==> src/rtl/mem_port_arbiter.sv <==
// Shares one mem_system instance between the fetch port and the data port, one transaction at a time.
// Latency: issue the cycle after a request is seen in IDLE; done follows mem_done combinationally (1 cycle minimum).
// Backpressure: a pending port that is not completing sees stall; data priority is capped by a starvation counter.
module mem_port_arbiter #(
    parameter int STARVE_LIMIT = 4
) (
    input  logic        clk,
    input  logic        rst,
    input  logic        i_rd,
    input  logic [15:0] i_addr,
    output logic [15:0] i_data_out,
    output logic        i_done,
    output logic        i_stall,
    output logic        i_hit,
    input  logic        d_rd,
    input  logic        d_wr,
    input  logic [15:0] d_addr,
    input  logic [15:0] d_data_in,
    output logic [15:0] d_data_out,
    output logic        d_done,
    output logic        d_stall,
    output logic        d_hit,
    output logic [15:0] mem_addr,
    output logic [15:0] mem_data_in,
    output logic        mem_rd,
    output logic        mem_wr,
    input  logic [15:0] mem_data_out,
    input  logic        mem_done,
    input  logic        mem_stall,
    input  logic        mem_hit,
    input  logic        mem_err,
    output logic        err
);
    typedef enum logic [1:0] {
        ST_IDLE  = 2'd0,
        ST_ISSUE = 2'd1,
        ST_WAIT  = 2'd2
    } state_t;

    localparam logic [2:0] STARVE_MAX = 3'(STARVE_LIMIT);
    localparam logic       GNT_I      = 1'b0;
    localparam logic       GNT_D      = 1'b1;

    state_t      state_q, state_d;
    logic        grant_q, grant_d;
    logic [15:0] addr_q, addr_d;
    logic [15:0] data_q, data_d;
    logic        wr_q, wr_d;
    logic [2:0]  starve_cnt_q, starve_cnt_d;

    logic busy;
    logic complete;
    logic d_conflict;
    logic i_pend;
    logic d_pend;
    logic start;
    logic pick_d;
    logic unused_mem_stall;

    // mem_system signals completion through mem_done alone; its stall output carries no extra information here.
    assign unused_mem_stall = mem_stall;

    assign busy       = (state_q != ST_IDLE);
    assign complete   = busy & mem_done;
    // A simultaneous read+write is malformed and is never granted; it only raises err.
    assign d_conflict = d_rd & d_wr;
    assign i_pend     = i_rd;
    assign d_pend     = (d_rd | d_wr) & ~d_conflict;
    assign start      = ~busy & (i_pend | d_pend);
    // Data wins contention until fetch has lost STARVE_LIMIT times; '>=' keeps fetch winning even if the count overshot.
    assign pick_d     = d_pend & (~i_pend | (starve_cnt_q < STARVE_MAX));

    // State register.
    always_ff @(posedge clk or negedge rst) begin
        if (!rst) begin
            state_q <= ST_IDLE;
        end else begin
            state_q <= state_d;
        end
    end

    // Next-state logic: IDLE arbitrates, ISSUE strobes memory for one cycle, WAIT holds until mem_done.
    always_comb begin
        state_d = state_q;
        unique case (state_q)
            ST_IDLE:  if (start) state_d = ST_ISSUE;
            ST_ISSUE: state_d = mem_done ? ST_IDLE : ST_WAIT;
            ST_WAIT:  if (mem_done) state_d = ST_IDLE;
            default:  state_d = ST_IDLE;
        endcase
    end

    // Output logic: memory strobes from captured registers, completion routed to the granted port only.
    always_comb begin
        mem_rd      = (state_q == ST_ISSUE) & ~wr_q;
        mem_wr      = (state_q == ST_ISSUE) & wr_q;
        mem_addr    = addr_q;
        mem_data_in = data_q;
        i_done      = complete & (grant_q == GNT_I);
        d_done      = complete & (grant_q == GNT_D);
        i_hit       = i_done & mem_hit;
        d_hit       = d_done & mem_hit;
        i_data_out  = i_done ? mem_data_out : 16'h0000;
        d_data_out  = d_done ? mem_data_out : 16'h0000;
        // Stall and the protocol error terms are forced low while reset is asserted; mem_err always passes.
        i_stall     = rst & i_rd & ~i_done;
        d_stall     = rst & (d_rd | d_wr) & ~d_done;
        err         = mem_err | (rst & ~busy & (d_conflict | mem_done));
    end

    // Capture the granted request and update the starvation count when a transaction finishes.
    always_comb begin
        grant_d      = grant_q;
        addr_d       = addr_q;
        data_d       = data_q;
        wr_d         = wr_q;
        starve_cnt_d = starve_cnt_q;
        if (start) begin
            if (pick_d) begin
                grant_d = GNT_D;
                addr_d  = d_addr;
                data_d  = d_data_in;
                wr_d    = d_wr;
            end else begin
                grant_d = GNT_I;
                addr_d  = i_addr;
                wr_d    = 1'b0;
            end
        end
        if (complete) begin
            if (grant_q == GNT_I) begin
                starve_cnt_d = 3'd0;
            end else if (i_rd && (starve_cnt_q != 3'd7)) begin
                starve_cnt_d = starve_cnt_q + 3'd1;
            end
        end
    end

    // Datapath registers.
    always_ff @(posedge clk or negedge rst) begin
        if (!rst) begin
            grant_q      <= GNT_I;
            addr_q       <= 16'h0000;
            data_q       <= 16'h0000;
            wr_q         <= 1'b0;
            starve_cnt_q <= 3'd0;
        end else begin
            grant_q      <= grant_d;
            addr_q       <= addr_d;
            data_q       <= data_d;
            wr_q         <= wr_d;
            starve_cnt_q <= starve_cnt_d;
        end
    end
endmodule

==> config.mk <==
export PLATFORM = sky130hd
export DESIGN_NAME = mem_port_arbiter
export DESIGN_NICKNAME = d
export VERILOG_FILES = /design/src/rtl/mem_port_arbiter.sv
export SDC_FILE = /design/constraint.sdc
export NUM_CORES = 1
export LEC_CHECK = 0
export CELL_PAD_IN_SITES_DETAIL_PLACEMENT = 1
export CELL_PAD_IN_SITES_GLOBAL_PLACEMENT = 1
export CORE_MARGIN = 2
export CORE_UTILIZATION = 25
export DETAILED_ROUTE_END_ITERATION = 7
export PLACE_DENSITY = 0.81
export SLEW_MARGIN = 20
export SYNTH_ARGS = -nofsm -noshare
export SYNTH_HDL_FRONTEND = slang
export SYNTH_SLANG_ARGS = --single-unit
==> constraint.sdc <==
create_clock -name clk -period 1.7 [get_ports clk]
set_clock_uncertainty 0.1 [all_clocks]
set_input_delay 0.34 -clock clk [delete_from_list [all_inputs] [get_ports clk]]
set_output_delay 0.34 -clock clk [all_outputs]
set_load 0.02 [all_outputs]
==> impl_metrics.json, run 1 <==
{
  "synth_common_cells": "dfrtp_1, nand2_1, and2_1",
  "grt_overflow": 0,
  "timing.rr.end": "starve_cnt_q[0]",
  "netlist_area_um2": 2090,
  "pin_count": 146,
  "max_freq_mhz": 504,
  "clockBufferDepth": 2,
  "setup_violations": 39,
  "synth_cells": 201,
  "yosys.area.top_type_share_pct": 46.8,
  "synth.distinct_cells": 33,
  "dp_hpwl_um": 5660,
  "setup_tns_ps": -8050,
  "synth_edf_count": 0,
  "yosys_warnings": 0,
  "utilization_pct": 52.6,
  "dp_slack_ps": -798,
  "fp.coreArea_um2": 8130,
  "p_leak_nw": 2.00,
  "end_kind": "output port",
  "route.met2.wl_um": 4250,
  "die_w_um": 95.4,
  "hold_path_class": "reg -> reg",
  "whs_ps": 395,
  "outcome": "finished with violations",
  "wire_per_inst_um": 16.1,
  "worst_pin_slew_ps": 266,
  "violations": "negative setup slack",
  "routed_wl_um": 7930,
  "die_h_um": 95.4,
  "rsz0062_at_grt": "yes",
  "synth_area_per_cell_um2": 10.4,
  "synthArstFlopShare_pct": 100,
  "startpoint_type": "flip-flop",
  "cp_max_fo": 10,
  "gp_congestion": 0.703,
  "crit_arrival_ps": 1540,
  "root_buffer": "clkbuf_8",
  "drc": 0,
  "drive_above_1_share_pct": 38.5,
  "rows": 33,
  "vdd_drop_max_v": 0.000833,
  "grt_use_total_pct": 15.4,
  "required_ps": 1260,
  "synth_top_cells_by_area": "dfrtp_1, and2_1, nand2_1, mux2_2, a31oi_2",
  "viasPerCell": 4.53,
  "io_buffer_count": 144,
  "fin_ws_ps": -283,
  "drt_pre_antenna_iters": 4,
  "antenna_cells": 0,
  "n_fill_cell": 899,
  "tritoncts": "yes",
  "maxSlewViolCount": 0,
  "dr_wl_met3_um": 799,
  "synthToLayoutAreaGrowth_pct": 105,
  "hold_start": "mem_data_in[9]",
  "ant_nets": 0,
  "grt_max_degree": 21,
  "rr_startpoint": "starve_cnt_q[0]",
  "met1_length_um": 2780,
  "grt_pass1_wl_um": 10800,
  "cts.sinks": 39,
  "hold_depth": 1,
  "worst-r2r-setup-slack_ps": 0,
  "period_needed_ps": 1980,
  "ctsHtreeMaxLevel": 2,
  "numCtsBuffers": 5,
  "start_util_pct": 25.7,
  "synth.most_common_cell": "dfrtp_1",
  "finalNetCount": 463,
  "finalHoldViolCount": 0,
  "synthFlopType": "dfrtp_1",
  "clkLatencyLatePin_ps": 280,
  "path_clk_slew_ps": 80,
  "cap_violations": 0,
  "routed.top_layer": "met4",
  "grt_pass1_vias": 2207,
  "p_per_area_nw_per_um2": 1540,
  "slew_headroom_pct": 82.3,
  "period_share_pct": 117,
  "place_inst": 461,
  "critPathKind": "reg -> out",
  "seq_area_frac_synth_pct": 46.8,
  "r2r_cells": 5,
  "worstHoldEndpoint": "mem_data_in[9]",
  "antenna_found_initial": 0,
  "drt_iter0_drc": 51,
  "final_cells": 492,
  "synth.ff_latch_count": 39,
  "yosysTopAreaCell": "dfrtp_1",
  "via_count": 2231,
  "die-area_um2": 9090,
  "syn_nets": 278
}
==> routing by layer <==
metal  GRT usage [%]  vias to the layer above
li1                -                     1050
met1            16.7                     1066
met2            28.9                      106
met3            5.30                        9
met4            2.90                        0
met5               0                        -
==> per-stage QoR <==
| step | cell area (µm²) | total power [mW] |
|---|---|---|
| after floorplan | 2110 | 3.59 |
| after global placement | 3770 | 5.21 |
| after detailed placement | 3770 | 5.35 |
| after CTS | 3810 | 6.09 |
| after global routing | 4280 | 7.01 |
| final | 4280 | 6.57 |
==> cell type report <==
type	instances	area [µm²]	area share, %
clock buffers	6	82.6	1.93
clock inverters	2	35.0	0.819
inverters	6	22.5	0.526
multi-input cells	147	1160	27.1
flip-flops and latches	39	976	22.8
well taps	105	131	3.07
repair buffers	187	1870	43.7
==> worst max path at each step <==
stage                    start        endpoint  slack (ps)  depth (start not counted)
finish              state_q[0]  i_data_out[15]        -280                          6
global placement      mem_done   d_data_out[0]        -760                          6
floorplan           state_q[1]         d_stall         -50                          4
detailed placement    mem_done   d_data_out[0]        -800                          6
CTS                 state_q[1]         d_stall        -300                          6
global route        state_q[0]  i_data_out[15]        -390                          6
==> registers in the layout, summed over array words and instances, names as in the netlist <==
signal and flops:
grant_q 1, mem_addr 16, mem_data_in 16, starve_cnt_q 3, state_q 2, wr_q 1
==> cells by family after synthesis <==
| logic type | count (synthesis) | share of synthesized area [%] |
|---|---|---|
| compound gates | 39 | 14.5 |
| fa+ha+maj | 4 | 2.40 |
| buf+inv | 16 | 4.80 |
| mux | 19 | 10.1 |
| flops | 39 | 46.8 |
| xor+xnor | 1 | 0.420 |
| simple gates | 83 | 21.0 |
==> critical path, cell delays in order, from the launching register on <==
cell and delay, ps:
dfrtp_1 410, o21ai_2 180, buf_4 140, nor2_4 40
buf_6 140, and2_1 180, buf_2 160
==> placed cells by master (no fill, tap or decap), drive strengths merged <==
master	count
dlymetal6s2s	11
mux2i	3
o21ai	2
mux2	16
dlygate4sd2	24
nand2	37
clkinv	1
clkdlybuf4s50	67
a21bo	1
a21oi	17
and2	35
dfrtp	39
bufinv	1
or2b	1
a21boi	1
or3	1
dlygate4sd3	2
o211ai	1
a31oi	16
ha	4
nand2b	1
o22ai	1
clkbuf	6
nor3b	3
or2	1
xnor2	1
inv	6
nor2	5
buf	83
==> power by group <==
part	switching, mW	internal [mW]	leakage, nW
clock network	0.308	0.475	0.0612
registers	0.263	1.39	0.457
logic	2.04	2.09	1.48
total	2.61	3.96	2.00
==> timing repair <==
| item | CTS | global route |
|---|---|---|
| resized for setup | 205 | 113 |
| setup buffers | 8 | 11 |
| pin swaps | 5 | 13 |
| endpoints found under the hold margin | 19 | 0 |
| endpoints found under the setup margin | 98 | 71 |
| hold buffers | 2 | 0 |
| cloned | 0 | 3 |
Power figures use the tool's default switching activity.
==> inputs of run 2 (changes only) <==
Settings changed: CORE_ASPECT_RATIO set to 1.25.
==> run 2 against run 1 <==
Utilization fell by 1.3 points. Highest routed layer unchanged. Maximum frequency rose by 4.7%. First-iteration DRC count fell by 24%. Sequential cell count stayed put. Die area about the same. Via count decreased by 0.99%. Worst hold slack worse by 330 ps. Non-clock buffer count fell by 8. Sequential share of layout area up 0.46 points. Setup slack gained 89 ps. Global-route usage grew 1.5 points. The flow finishes with violations (design-rule violations, negative setup slack). Cell area decreased by 1.8%.
==> impl_metrics.json, run 2 (same netlist as run 1, synthesis figures left out) <==
{
  "rows": 37,
  "hold_path_class": "in -> async",
  "io_buffer_count": 144,
  "crit_chain": "o21ai_4 -> nor2_4 -> buf_6 -> nor3b_2 -> buf_4",
  "viasPerCell": 4.65,
  "antenna_cells": 0,
  "tritoncts": "yes",
  "die-area_um2": 9100,
  "cp_slowest_cell": "dfrtp_1",
  "maxSlewViolCount": 0,
  "final_cell_mix": "clkdlybuf4s50_1, buf_6, dfrtp_1",
  "setup_tns_ps": -6390,
  "path_clk_slew_ps": 80,
  "p_per_area_nw_per_um2": 1510,
  "violations": "design-rule violations, negative setup slack",
  "cap_violations": 0,
  "vdd_drop_max_v": 0.000710,
  "drt_iter0_drc": 39,
  "via_count": 2209,
  "mostFrequentLayoutCell": "clkdlybuf4s50_1",
  "clockBufferDepth": 2,
  "drive_above_1_share_pct": 40.7,
  "ant_nets": 0,
  "finalNetCount": 454,
  "crit_family": "flip-flops",
  "wire_per_inst_um": 16.5,
  "routed_wl_um": 7830,
  "finalHoldViolCount": 0,
  "clkLatencyLatePin_ps": 280,
  "cp_num_buf_inv": 2,
  "gp_congestion": 0.734,
  "max_freq_mhz": 528,
  "grt_max_degree": 30,
  "utilization_pct": 51.2,
  "dp_hpwl_um": 5610,
  "die_h_um": 106,
  "die_w_um": 85.7,
  "placed_area_um2": 3750,
  "grt_overflow": 0,
  "startpoint_type": "flip-flop",
  "outcome": "finished with violations",
  "rr_startpoint": "state_q[1]",
  "critPathLaunch": "state_q[1]",
  "p_leak_nw": 1.94,
  "critPathKind": "reg -> out",
  "setup_violations": 41,
  "slew_headroom_pct": 74.5,
  "ctsHtreeMaxLevel": 2,
  "numCtsBuffers": 5,
  "cts.sinks": 39,
  "p_total_mw": 6.34,
  "grt_use_total_pct": 16.9,
  "period_needed_ps": 1890,
  "required_ps": 1260,
  "grt_pass1_vias": 2436,
  "start_util_pct": 25.5,
  "fin_ws_ps": -194,
  "synthToLayoutAreaGrowth_pct": 101,
  "period_share_pct": 111,
  "crit_arrival_ps": 1450,
  "rsz0062_at_grt": "yes",
  "drc": 15,
  "stdcell_area_um2": 4200,
  "root_buffer": "clkbuf_8",
  "max_stage_delay_ps": 420,
  "fp.coreArea_um2": 8190,
  "antenna_found_initial": 0,
  "drt_pre_antenna_iters": 6,
  "worst_pin_slew_ps": 383,
  "cp_max_fo": 4,
  "grt_pass1_wl_um": 12100,
  "end_kind": "output port",
  "pin_count": 146
}
## run 2: layout make-up
| cell class | instances | area (µm²) |
|---|---|---|
| multi-input combinational | 146 | 1190 |
| clock inverter | 2 | 12.5 |
| inverter | 6 | 22.5 |
| timing repair buffer | 179 | 1800 |
| fill | 904 | 4000 |
| clock buffer | 6 | 72.6 |
| tap | 97 | 121 |
| sequential | 39 | 977 |
## run 2: stage by stage
stage,hold slack (ps),std cells,setup slack [ps]
2_1_floorplan,-55.6,201,-54.0
3_5_place_dp,279,454,-768
4_1_cts,70.3,470,-211
3_3_place_gp,274,454,-758
5_1_grt,99.6,475,-249
6_report,60.8,475,-194
## run 2: repair_timing
action	4_1_cts	5_1_grt
pin swaps	29	7
endpoints found under the hold margin	10	0
hold buffers	1	0
buffers inserted	1	5
resized for setup	328	20
gates cloned	6	0
endpoints found under the setup margin	98	70
## run 2: path summary, 6_finish.rpt
| path | cells after the start | slack, ps | end |
|---|---|---|---|
| setup / recovery | 5 | -190 | d_stall |
| hold / removal | 2 | 60 | mem_data_in[9] |
| setup reg to reg | 6 | 30 | mem_data_in[10] |
| hold reg to reg | 1 | 400 | mem_data_in[10] |
| max in group asynchronous | 3 | 810 | grant_q |
| min in group clk | 2 | 340 | state_q[1] |
## run 2: power by group
| part | switching, mW | internal (mW) |
|---|---|---|
| Sequential | 0.258 | 1.39 |
| Combinational | 2.02 | 2.06 |
| Clock | 0.322 | 0.287 |
| Total | 2.60 | 3.74 |
## run 2: layer usage
metal	up-vias	track usage (%)	share of wire (%)
li1	1026	-	-
met1	1070	16.0	35
met2	103	34.6	55
met3	10	4.11	7.9
met4	0	4.42	1.5
met5	-	0	0
==> inputs of run 3 (changes only) <==
Settings changed: TNS_END_PERCENT set to 5.
==> run 3 against run 2 <==
The run still ends with design-rule violations, negative setup slack left. First-iteration DRC count increased by 77%. Wire length decreased by 14%. Sequential share of layout area increased by 1.9 points. Die area unchanged. Count of clock-buffer cells in the layout unchanged. Final cell count decreased by 3.4%. Critical path depth unchanged. Utilization decreased by 3.9 points. Cell area decreased by 7.7%. Maximum frequency increased by 1.0%. Setup slack improved by 19 ps. Via count decreased by 5.1%. Critical path type unchanged. Critical endpoint is now i_data_out[1]. Highest routed layer unchanged.
==> impl_metrics.json, run 3 (same netlist as run 1, synthesis figures left out) <==
{
  "drive_above_1_share_pct": 27.3,
  "synthToLayoutAreaGrowth_pct": 85.7,
  "clkLatencyLatePin_ps": 290,
  "die_w_um": 85.7,
  "rsz0062_at_grt": "yes",
  "rows": 37,
  "gp_congestion": 0.692,
  "cts.sinks": 39,
  "drt_iter0_drc": 69,
  "grt_pass1_wl_um": 10800,
  "p_total_mw": 5.73,
  "vdd_drop_max_v": 0.000804,
  "grt_overflow": 0,
  "clockBufferDepth": 2,
  "setup_violations": 39,
  "drt_pre_antenna_iters": 6,
  "maxSlewViolCount": 0,
  "startpoint_type": "flip-flop",
  "end_kind": "output port",
  "wire_per_inst_um": 14.7,
  "max_freq_mhz": 533,
  "viasPerCell": 4.57,
  "fp.coreArea_um2": 8190,
  "slew_headroom_pct": 71.1,
  "tritoncts": "yes",
  "final_cell_mix": "clkdlybuf4s50_1, dfrtp_1, nand2_1",
  "numCtsBuffers": 5,
  "antenna_cells": 0,
  "r2r_cells": 6,
  "critPathKind": "reg -> out",
  "grt_use_total_pct": 14.9,
  "io_buffer_count": 144,
  "period_needed_ps": 1870,
  "cts_setup_buffers": 0,
  "antenna_found_initial": 0,
  "hold_path_class": "in -> async",
  "die_h_um": 106,
  "ant_nets": 0,
  "violations": "design-rule violations, negative setup slack",
  "required_ps": 1260,
  "die-area_um2": 9100,
  "n_fill_cell": 934,
  "path_clk_slew_ps": 80,
  "finalHoldViolCount": 0,
  "routed_wl_um": 6740,
  "dp_slack_ps": -767,
  "via_count": 2097,
  "grt_max_degree": 35,
  "cp_max_fo": 19,
  "dp_hpwl_um": 5440,
  "ctsHtreeMaxLevel": 2,
  "root_buffer": "clkbuf_8",
  "p_leak_nw": 1.77,
  "fin_ws_ps": -175,
  "grt_pass1_vias": 2213,
  "pin_count": 146,
  "outcome": "finished with violations",
  "crit_arrival_ps": 1430,
  "drc": 15,
  "whs_ps": 50.1,
  "p_per_area_nw_per_um2": 1480,
  "finalNetCount": 438,
  "worst_pin_slew_ps": 434,
  "start_util_pct": 25.5,
  "period_share_pct": 110,
  "cap_violations": 0,
  "mostFrequentLayoutCell": "clkdlybuf4s50_1"
}
run 3: layout make-up:
class                   instances  area, µm²  area share (%)
inverters                       6       22.5           0.581
clock buffers                   6       82.6            2.13
flip-flops and latches         39        976            25.2
clock inverters                 2       16.3           0.420
well taps                      97        121            3.13
multi-input cells             146       1060            27.4
repair buffers                163       1600            41.2
run 3: final timing paths:
| path | from | endpoint | slack (ps) |
|---|---|---|---|
| worst max-delay path | state_q[0] | i_data_out[1] | -170 |
| worst min-delay path | rst | mem_data_in[7] | 50 |
| worst max register to register | starve_cnt_q[0] | starve_cnt_q[1] | 50 |
| worst min register to register | mem_data_in[10] | mem_data_in[10] | 390 |
| max in group asynchronous | rst | mem_addr[0] | 940 |
| min in group clk | mem_data_in[10] | mem_data_in[10] | 390 |
run 3: power by group:
group | internal [mW] | switching [mW]
Clock | 0.331 | 0.333
Combinational | 1.59 | 1.84
Sequential | 1.39 | 0.245
run 3: metal layers:
layer  part of all wire [%]  vias up  global-route usage [%]  routed length, µm
li1                       -      996                       -                  -
met1                     35      988                    15.8               2350
met2                     54      104                    28.4               3640
met3                     10        9                    4.19                686
met4                   0.96        0                    3.51                 65
met5                      0        -                       0                  0
run 3: per-stage QoR:
stage	TNS, ps	instances	util, %	instance area (µm²)
detailed placement	-45660	450	45.5	3730
global placement	-43740	450	45.5	3730
CTS	-9440	459	46.5	3810
finish	-5700	459	47.3	3880
global route	-9560	459	47.3	3880
floorplan	-1050	201	-	2090
run 3: what timing repair did:
item,in CTS,in global routing
hold buffers,1,0
gates resized for setup,260,20
pin swaps,2,3
endpoints found under the setup margin,104,83
hold endpoints to repair,5,0
run 3: critical path, cell delays in order, from the launching register on:
cell	delay, ps
dfrtp_1	420
o21ai_4	200
nor2_1	70
buf_6	150
and2_1	150
buf_4	150
